**src/rtl/rgb_pwm_pkg.sv**
```systemverilog
// Shared constants and state encoding for the RGB PWM fader.
package rgb_pwm_pkg;

    localparam int DUTY_W   = 8;
    localparam int NUM_CH   = 3;

    localparam int CH_RED   = 2;
    localparam int CH_GREEN = 1;
    localparam int CH_BLUE  = 0;

    typedef enum logic {
        IDLE   = 1'b0,
        FADING = 1'b1
    } state_t;

endpackage

```
**src/rtl/rgb_pwm_channel.sv**
```systemverilog
// One PWM colour channel: current/target/shadow duty, fade stepping and compare.
// Optional gamma correction of the shadow duty with `define RGB_PWM_GAMMA_EN.
module rgb_pwm_channel
    import rgb_pwm_pkg::*;
(
    input  logic              clk,
    input  logic              rst,
    input  logic              load_imm,
    input  logic              load_target,
    input  logic              step,
    input  logic              shadow_load,
    input  logic [DUTY_W-1:0] cmd_duty,
    input  logic [DUTY_W-1:0] pwm_cnt,
    output logic [DUTY_W-1:0] current,
    output logic              done,
    output logic              pwm
);

    logic [DUTY_W-1:0] target;
    logic [DUTY_W-1:0] shadow;
    logic [DUTY_W-1:0] stepped;
    logic [DUTY_W-1:0] shadow_next;

    // NOTE: defaults are assigned first so no latch is inferred on any path.
    always_comb begin
        stepped = current;
        if (current < target)
            stepped = current + DUTY_W'(1);
        else if (current > target)
            stepped = current - DUTY_W'(1);
    end

    // Channel is finished once the value it is about to take equals the target.
    assign done = (stepped == target);

`ifdef RGB_PWM_GAMMA_EN
    logic [2*DUTY_W-1:0] square;
    assign square      = {{DUTY_W{1'b0}}, current} * {{DUTY_W{1'b0}}, current};
    assign shadow_next = square[2*DUTY_W-1:DUTY_W];
`else
    assign shadow_next = current;
`endif

    // NOTE: non-blocking assignments let the shadow sample the pre-step current on a shared wrap edge.
    always_ff @(posedge clk) begin
        if (rst) begin
            current <= '0;
            target  <= '0;
            shadow  <= '0;
            pwm     <= 1'b0;
        end else begin
            if (load_imm) begin
                current <= cmd_duty;
                target  <= cmd_duty;
            end else if (load_target) begin
                target  <= cmd_duty;
            end else if (step) begin
                current <= stepped;
            end
            if (shadow_load)
                shadow <= shadow_next;
            pwm <= (pwm_cnt < shadow);
        end
    end

endmodule

```
**src/rtl/rgb_pwm_fader.sv**
```systemverilog
// RGB PWM generator with jump/fade colour commands for the iCE40 RGB driver.
// Define RGB_PWM_GAMMA_EN to square-law correct the duty seen by the compare.
module rgb_pwm_fader
    import rgb_pwm_pkg::*;
#(
    parameter int PRESCALE     = 188,
    parameter int FADE_PERIODS = 4
) (
    input  logic                     clk,
    input  logic                     rst,
    input  logic                     cmd_valid,
    output logic                     cmd_ready,
    input  logic [NUM_CH*DUTY_W-1:0] cmd_rgb,
    input  logic                     cmd_imm,
    output logic                     busy,
    output logic                     period_start,
    output logic                     pwm_red,
    output logic                     pwm_green,
    output logic                     pwm_blue
);

    localparam int PRE_W  = (PRESCALE > 1)     ? $clog2(PRESCALE)     : 1;
    localparam int FADE_W = (FADE_PERIODS > 1) ? $clog2(FADE_PERIODS) : 1;

    logic [PRE_W-1:0]         pre_cnt;
    logic [DUTY_W-1:0]        pwm_cnt;
    logic [FADE_W-1:0]        fade_cnt;
    state_t                   state, state_next;
    logic                     tick, wrap, accept, fade_last, step;
    logic [NUM_CH-1:0]        pwm_bits;
    logic [NUM_CH-1:0]        ch_done;
    logic [NUM_CH*DUTY_W-1:0] cur_rgb;

    assign tick      = (pre_cnt == PRE_W'(PRESCALE - 1));
    assign wrap      = tick && (pwm_cnt == '1);
    assign cmd_ready = (state == IDLE) && !rst;
    assign busy      = (state == FADING);
    assign accept    = cmd_valid && cmd_ready;
    assign fade_last = (fade_cnt == FADE_W'(FADE_PERIODS - 1));
    assign step      = busy && wrap && fade_last;

    always_ff @(posedge clk) begin
        if (rst) begin
            pre_cnt      <= '0;
            pwm_cnt      <= '0;
            fade_cnt     <= '0;
            period_start <= 1'b0;
        end else begin
            pre_cnt      <= tick ? '0 : pre_cnt + PRE_W'(1);
            period_start <= wrap;
            if (tick)
                pwm_cnt <= pwm_cnt + DUTY_W'(1);
            if (accept && !cmd_imm)
                fade_cnt <= '0;
            else if (busy && wrap)
                fade_cnt <= fade_last ? '0 : fade_cnt + FADE_W'(1);
        end
    end

    always_ff @(posedge clk) begin
        if (rst)
            state <= IDLE;
        else
            state <= state_next;
    end

    always_comb begin
        state_next = state;
        case (state)
            IDLE:
                if (accept && !cmd_imm && (cmd_rgb != cur_rgb))
                    state_next = FADING;
            FADING:
                if (step && (&ch_done))
                    state_next = IDLE;
            default:
                state_next = IDLE;
        endcase
    end

    for (genvar c = 0; c < NUM_CH; c++) begin : g_ch
        rgb_pwm_channel u_channel (
            .clk         (clk),
            .rst         (rst),
            .load_imm    (accept && cmd_imm),
            .load_target (accept && !cmd_imm),
            .step        (step),
            .shadow_load (wrap),
            .cmd_duty    (cmd_rgb[c*DUTY_W +: DUTY_W]),
            .pwm_cnt     (pwm_cnt),
            .current     (cur_rgb[c*DUTY_W +: DUTY_W]),
            .done        (ch_done[c]),
            .pwm         (pwm_bits[c])
        );
    end

    assign pwm_red   = pwm_bits[CH_RED];
    assign pwm_green = pwm_bits[CH_GREEN];
    assign pwm_blue  = pwm_bits[CH_BLUE];

endmodule

```
**config.mk**
```make
export PLATFORM = sky130hd
export DESIGN_NAME = rgb_pwm_fader
export DESIGN_NICKNAME = d
export VERILOG_FILES = /design/src/rtl/rgb_pwm_pkg.sv /design/src/rtl/rgb_pwm_channel.sv /design/src/rtl/rgb_pwm_fader.sv
export SDC_FILE = /design/constraint.sdc
export NUM_CORES = 1
export LEC_CHECK = 0
export ABC_AREA = 1
export CORE_ASPECT_RATIO = 2
export CORE_UTILIZATION = 35
export CTS_BUF_LIST = sky130_fd_sc_hd__clkbuf_8
export CTS_CLUSTER_DIAMETER = 100
export DETAILED_ROUTE_END_ITERATION = 6
export DONT_BUFFER_PORTS = 1
export GPL_TIMING_DRIVEN = 0
export PLACE_DENSITY_LB_ADDON = 0.3
export SLEW_MARGIN = 25
export SYNTH_ARGS = -nofsm -noshare
export SYNTH_HDL_FRONTEND = slang
export SYNTH_SLANG_ARGS = --single-unit
```
**constraint.sdc**
```tcl
create_clock -name clk -period 2.75 [get_ports clk]
set_clock_uncertainty 0.2 [all_clocks]
set_input_delay 0.55 -clock clk [delete_from_list [all_inputs] [get_ports clk]]
set_output_delay 0.55 -clock clk [all_outputs]
set_load 0.005 [all_outputs]
```
-- After elaboration in Yosys (flattened, before gate mapping)
Cells that the tools add are included.
- memories kept: 0
- output and inout port bits: 6
- bits in writable memories: 0
- input port bits: 28
- ROM bits: 0
- register bits after elaboration: 95
- latch bits: 0
- word-level logic and storage cells: 86
- add/subtract/negate cells: 9
- equal/unequal tests: 8
- shift-type cells: 0
- div/mod/pow operators: 0
- reduce and logical (&&, ||, !) cells: 17
- multiplexer cells: 25
- magnitude comparators: 9
- multiply operators: 0
- bitwise operators: 1
- operators by type and width (operator ; number):
    $mux W8 ; 21
    $lt A8 B8 Y1 ; 6
    $add A8 B1 Y8 const B ; 5
    $eq A8 B8 Y1 ; 3
    $gt A8 B8 Y1 ; 3
    $ne A24 B24 Y1 ; 1
    $sub A8 B1 Y8 const B ; 3
    $eq A8 B8 Y1 const B ; 2
    $logic_and A1 B1 Y1 ; 9
    $reduce_bool A2 Y1 ; 2
    $reduce_or A2 Y1 ; 2
    $reduce_and A3 Y1 ; 1
    $add A2 B1 Y2 const B ; 1
    $eq A2 B2 Y1 const B ; 1
    $logic_not A1 Y1 ; 2
    $mux W1 ; 2
    $mux W2 ; 1
    $ne A2 B1 Y1 const B ; 1
    $pmux W1 S2 ; 1
    $reduce_and A2 Y1 ; 1
    $not A1 Y1 ; 1

-- Depth between registers and ports, before layout
- depth in word-level cells: 8
- depth in mapped cells: 23
- mapped depth without buffers: 22

-- Cells and area by module
A second synthesis with hierarchy kept.
- cells, all modules: 1074
- area total of the unflattened synthesis: 6775.2 µm²
- modules (own cells, without submodules) (module ; area an instance (µm²) ; instances ; cells an instance):
    rgb_pwm_channel ; 1766.7 ; 3 ; 272
    rgb_pwm_fader ; 1475.2 ; 1 ; 258

-- Least setup slack after synthesis
No wires, ideal clock.
- path kind: flip-flop to flip-flop
- start: register g_ch[0].u_channel.current[5]
- end: register state, in the netlist busy
- slack: 0.289 ns
- library setup time: 0.132 ns
- arrival time: 2.129 ns
- cell stages (with the launch flop): 18
- required time: 2.418 ns
- buffers on the path: 0
- clock period less this slack: 2.461 ns
- cells stage by stage: dfxtp_1 -> ha_1 -> a21oi_1 -> nor2_1 -> nor2_1 -> nand2_1 -> nand2_1 -> nand3_1 -> nand2_1 -> nand2_1 -> nand2_1 -> nand2_1 -> nor2_1 -> nand2_1 -> nor2_1 -> nand2_1 -> nand2_1 -> a21oi_1
- longest elaborated chain between the ends: 8
- ends and longest elaborated chain (what ; line ; text):
    from (decl) ; rgb_pwm_channel.sv:14 ; output logic [DUTY_W-1:0] current,
    from (signal assigned) ; rgb_pwm_channel.sv:53 ; current <= cmd_duty;
    from (signal assigned) ; rgb_pwm_channel.sv:58 ; current <= stepped;
    $sub A8 B1 Y8 or $gt A8 B8 Y1 (tied branches) ; rgb_pwm_channel.sv:30, rgb_pwm_channel.sv:29 ;
    $mux W8 ; rgb_pwm_channel.sv:29 ; else if (current > target)
    $mux W8 ; rgb_pwm_channel.sv:27 ; if (current < target)
    $eq A8 B8 Y1 ; rgb_pwm_channel.sv:34 ; assign done = (stepped == target);
    $reduce_and A3 Y1 ; rgb_pwm_fader.sv:74 ; if (step && (&ch_done))
    $logic_and A1 B1 Y1 ; rgb_pwm_fader.sv:74 ;
    $mux W1 ; rgb_pwm_fader.sv:74 ;
    $pmux W1 S2 * ; rgb_pwm_fader.sv:69 ; case (state)
    to (signal assigned) ; rgb_pwm_fader.sv:64 ; state <= state_next;
    to (decl) ; rgb_pwm_fader.sv:28 ; state_t state, state_next;
Mark *: on every way between the ends. The rest lies on a longest branch, timed or not.
A chain may end at the register's enable or synchronous reset.

-- Worst setup path after layout
- start: register g_ch[1].u_channel.current[7]
- end: register state, in the netlist busy
- longest elaborated chain between the ends: 8
- ends and longest elaborated chain (what ; line):
    from (decl) ; rgb_pwm_channel.sv:14
    from (signal assigned) ; rgb_pwm_channel.sv:53
    from (signal assigned) ; rgb_pwm_channel.sv:58
    $sub A8 B1 Y8 or $gt A8 B8 Y1 (tied branches) ; rgb_pwm_channel.sv:30, rgb_pwm_channel.sv:29
    $mux W8 ; rgb_pwm_channel.sv:29
    $mux W8 ; rgb_pwm_channel.sv:27
    $eq A8 B8 Y1 ; rgb_pwm_channel.sv:34
    $reduce_and A3 Y1 ; rgb_pwm_fader.sv:74
    $logic_and A1 B1 Y1 ; rgb_pwm_fader.sv:74
    $mux W1 ; rgb_pwm_fader.sv:74
    $pmux W1 S2 * ; rgb_pwm_fader.sv:69
Marked as above.

==> results.toml <==
[status]
status = "complete, but fails checks"
violations = "DRC"

[hold_path]
hold_path_end = "g_ch[1].u_channel.target[0]"
worstHoldStart = "cmd_rgb[8]"
hold_depth = 2
hold_path.class = "input port to flip-flop"

[clocking]
clock_path_buffers = 2
clk_latency_ns = 0.39
htree_levels = 3
cts_sinks = 95
cts.clk_slew.worst_paths_ns = 0.10
cts-root-buf = "clkbuf_8"
cts_buffers = 9
cts_tree = "yes"
hold_buffers = 0

[setup_path]
cp.required_ns = 2.79
crit_path_start = "g_ch[1].u_channel.current[7]"
r2r-end = "busy"
slowest_stage = "dfxtp_2"
cp_cell_sequence = "ha_4, nand2_4, nor2_4, buf_4, nand2_2, nand2_4, buf_6, nand2_1, nand2_1, nand2_1, nand2_1, nand2_1, nand2_2, nand2_2, nor2_1, nand3_1, nor2_2, nand2_1, nand2_1, a21oi_2"
cp.arrival_ns = 2.72
start_kind = "flip-flop"
crit_top_cell = "nand2_1"
reg2reg_from = "g_ch[1].u_channel.current[7]"
ff2ff_path_depth = 20
path_class = "flip-flop to flip-flop"
max_stage_delay_ns = 0.39
reg2reg_slack_ns = 0.07
endpoint_kind = "flip-flop"
cp_max_fo = 5

[die]
initial_utilization_pct = 35.9
die_w_um = 97.7
ios = 34
coreArea_sq_mm = 0.0179
rows = 69
die_h_um = 193
dieArea_sq_mm = 0.0189

[global_routing]
grt_pass1_wl_um = 33000
antenna_found_initial = 0
grt_start_max_net_pins = 16
grt_pass1_vias = 6291
grt_usage_pct = 23.3
overflow = 0

[flow_run]
maxCapViolCount = 0

[sta]
fin_setup_tns_ns = 0
slew_violations = 0
hold_viol_final = 0
rsz0062_at_grt = "yes"
timing.fmax_mhz = 373
min_period_over_period_pct = 97.6
setup_viol = 0
fin_crit_ns = 2.68
setup_ws_ns = 0.0665
relSlewSlack_pct = 39.0
worst_slew_pin_slew_ns = 0.915

[synthesis]
ys_warn_count = 0
yosys.cell_types.count = 47
synthArstFlopShare_pct = 0
yosysSeqAreaShare_pct = 29.7
synth-edff-count = 0
synth.avg_cell_area_sq_um = 6.69
synthCells = 958
synthesis.nets = 1040
ys_seq_elements = 95
synth_area_sq_mm = 0.00641
synth_ff_type = "dfxtp_1"

[pwr]
p_leak_uw = 0.00335
peakVddDrop_mv = 0.243
cellPowerDensity_mw_per_mm2 = 501

[routing]
post-route-drc-count = 6
vias_per_cell = 5.53
firstDrtPassIters = 7
drtAntennaViolNets = 0
via_count = 6694
drt-wirelength-per-cell_um = 18.6
routed_wl_um = 22500
first_iter_violations = 396

[layout]
antenna_cells = 0
seq_area_sq_mm = 0.00197
drive_above_1_share_pct = 21.2
fill_cells = 1874
multi_input_area_sq_mm = 0.00435
nNetsFinal = 1076
area_growth_pct = 18.7

[placed_design]
post-place-ws_ns = -0.793
gp_congestion = 0.919
io_buffers = 0
hpwl_um = 16900
==> power breakdown <==
group / leakage, uW / total [uW] / internal [uW] / switching [uW]
sequential: 0.000791 / 1490 / 1430 / 60.7
combinational: 0.00246 / 1350 / 492 / 855
clock: 0.000103 / 974 / 443 / 531
==> repair_timing <==
| item | in CTS | in global routing |
|---|---|---|
| resized for setup | 30 | 159 |
| gates cloned | 0 | 1 |
| setup buffers | 3 | 21 |
| endpoints found under the setup margin | 21 | 45 |
| pin swaps | 3 | 46 |
==> cells in the final DEF, fill, tap and decap left out, drive strengths merged, types with 2 or more instances in the layout <==
cell and instances:
a21oi 85, o211ai 6, a31oi 2, nand4 18, dfxtp 95, o21ai 72
nand2 227, a211oi 5, a22oi 3, clkinv 5, nor2 68, xor2 11
o21a 2, nor3 12, ha 54, nand3 108, clkbuf 34, nor4 4
buf 31, nand3b 7, inv 121, xnor2 9, a21o 4, a21boi 3
==> metal layers <==
metal / routed length [um] / share of wire, % / vias up / GRT usage [%]
met5: 0 / 0 / - / 0
met4: 1740 / 7.7 / 0 / 18.1
met1: 7630 / 34 / 3150 / 21.4
li1: - / - / 3268 / -
met2: 12000 / 53 / 183 / 44.2
met3: 1120 / 5.0 / 93 / 3.97
==> cell families after synthesis <==
group                    count (synthesis)  synth area share, %
flip-flops                              95                 29.7
buffers and inverters                  153                 9.43
AND/OR/NAND/NOR                        447                 30.9
AO/OA/AOI/OAI                          188                 16.3
adder cells (fa/ha/maj)                 54                 10.5
XOR/XNOR                                21                 3.08
==> worst max-delay path: cells and delay by family (launching register included) <==
family | cells | cell delay [ns]
simple gates | 16 | 1.32
fa+ha+maj | 1 | 0.29
flops | 1 | 0.39
compound gates | 1 | 0.05
buf+inv | 2 | 0.25
==> through the flow <==
step | util (%) | total power, uW | hold WS [ns] | instance area [sq um] | instances
global placement | 37.4 | 2500 | 0.236 | 6680 | 1171
floorplan | - | 2230 | 0.218 | 6410 | 958
global route | 42.6 | 4000 | 0.0821 | 7610 | 1211
detailed placement | 37.4 | 2510 | 0.249 | 6680 | 1171
finish | 42.6 | 3810 | 0.0691 | 7610 | 1211
CTS | 39.0 | 3520 | 0.0642 | 6960 | 1189
==> flip-flops by register name, summed over array words and instances, names as in the netlist, 2 cells and up <==
signal                  flops
g_ch.u_channel.target      24
pwm_cnt                     8
g_ch.u_channel.current     24
pre_cnt                     8
g_ch.u_channel.shadow      24
fade_cnt                    2
g_ch.u_channel.pwm          3
==> worst max path at each step <==
stage,endpoint
2_1_floorplan,busy
3_3_place_gp,g_ch[1].u_channel.current[0]
3_5_place_dp,g_ch[1].u_channel.current[1]
4_1_cts,busy
5_1_grt,busy
6_report,busy
==> synthesized netlist by cell type, types with 4 or more instances <==
library cell | count | area, sq um
a21o_1 | 4 | 30.0
o211ai_1 | 5 | 37.5
nor3_1 | 12 | 60.1
nor2_1 | 64 | 240
xnor2_1 | 9 | 78.8
nor4_1 | 4 | 25.0
nand3_1 | 107 | 536
nand2_1 | 224 | 841
o21ai_0 | 70 | 350
xor2_1 | 11 | 96.3
nand3b_1 | 7 | 52.6
nand4_1 | 17 | 106
inv_1 | 118 | 443
clkbuf_1 | 25 | 93.8
dfxtp_1 | 95 | 1900
ha_1 | 54 | 676
a21oi_1 | 85 | 425
==> layout make-up <==
type / count / area share (%)
clock buffer: 10 / 1.81
sequential: 95 / 25.9
tap: 213 / 3.50
timing repair buffer: 25 / 2.57
clock inverter: 5 / 0.757
inverter: 123 / 6.20
multi-input combinational: 710 / 57.2
buffer: 30 / 2.07
Power figures use the tool's default switching activity.
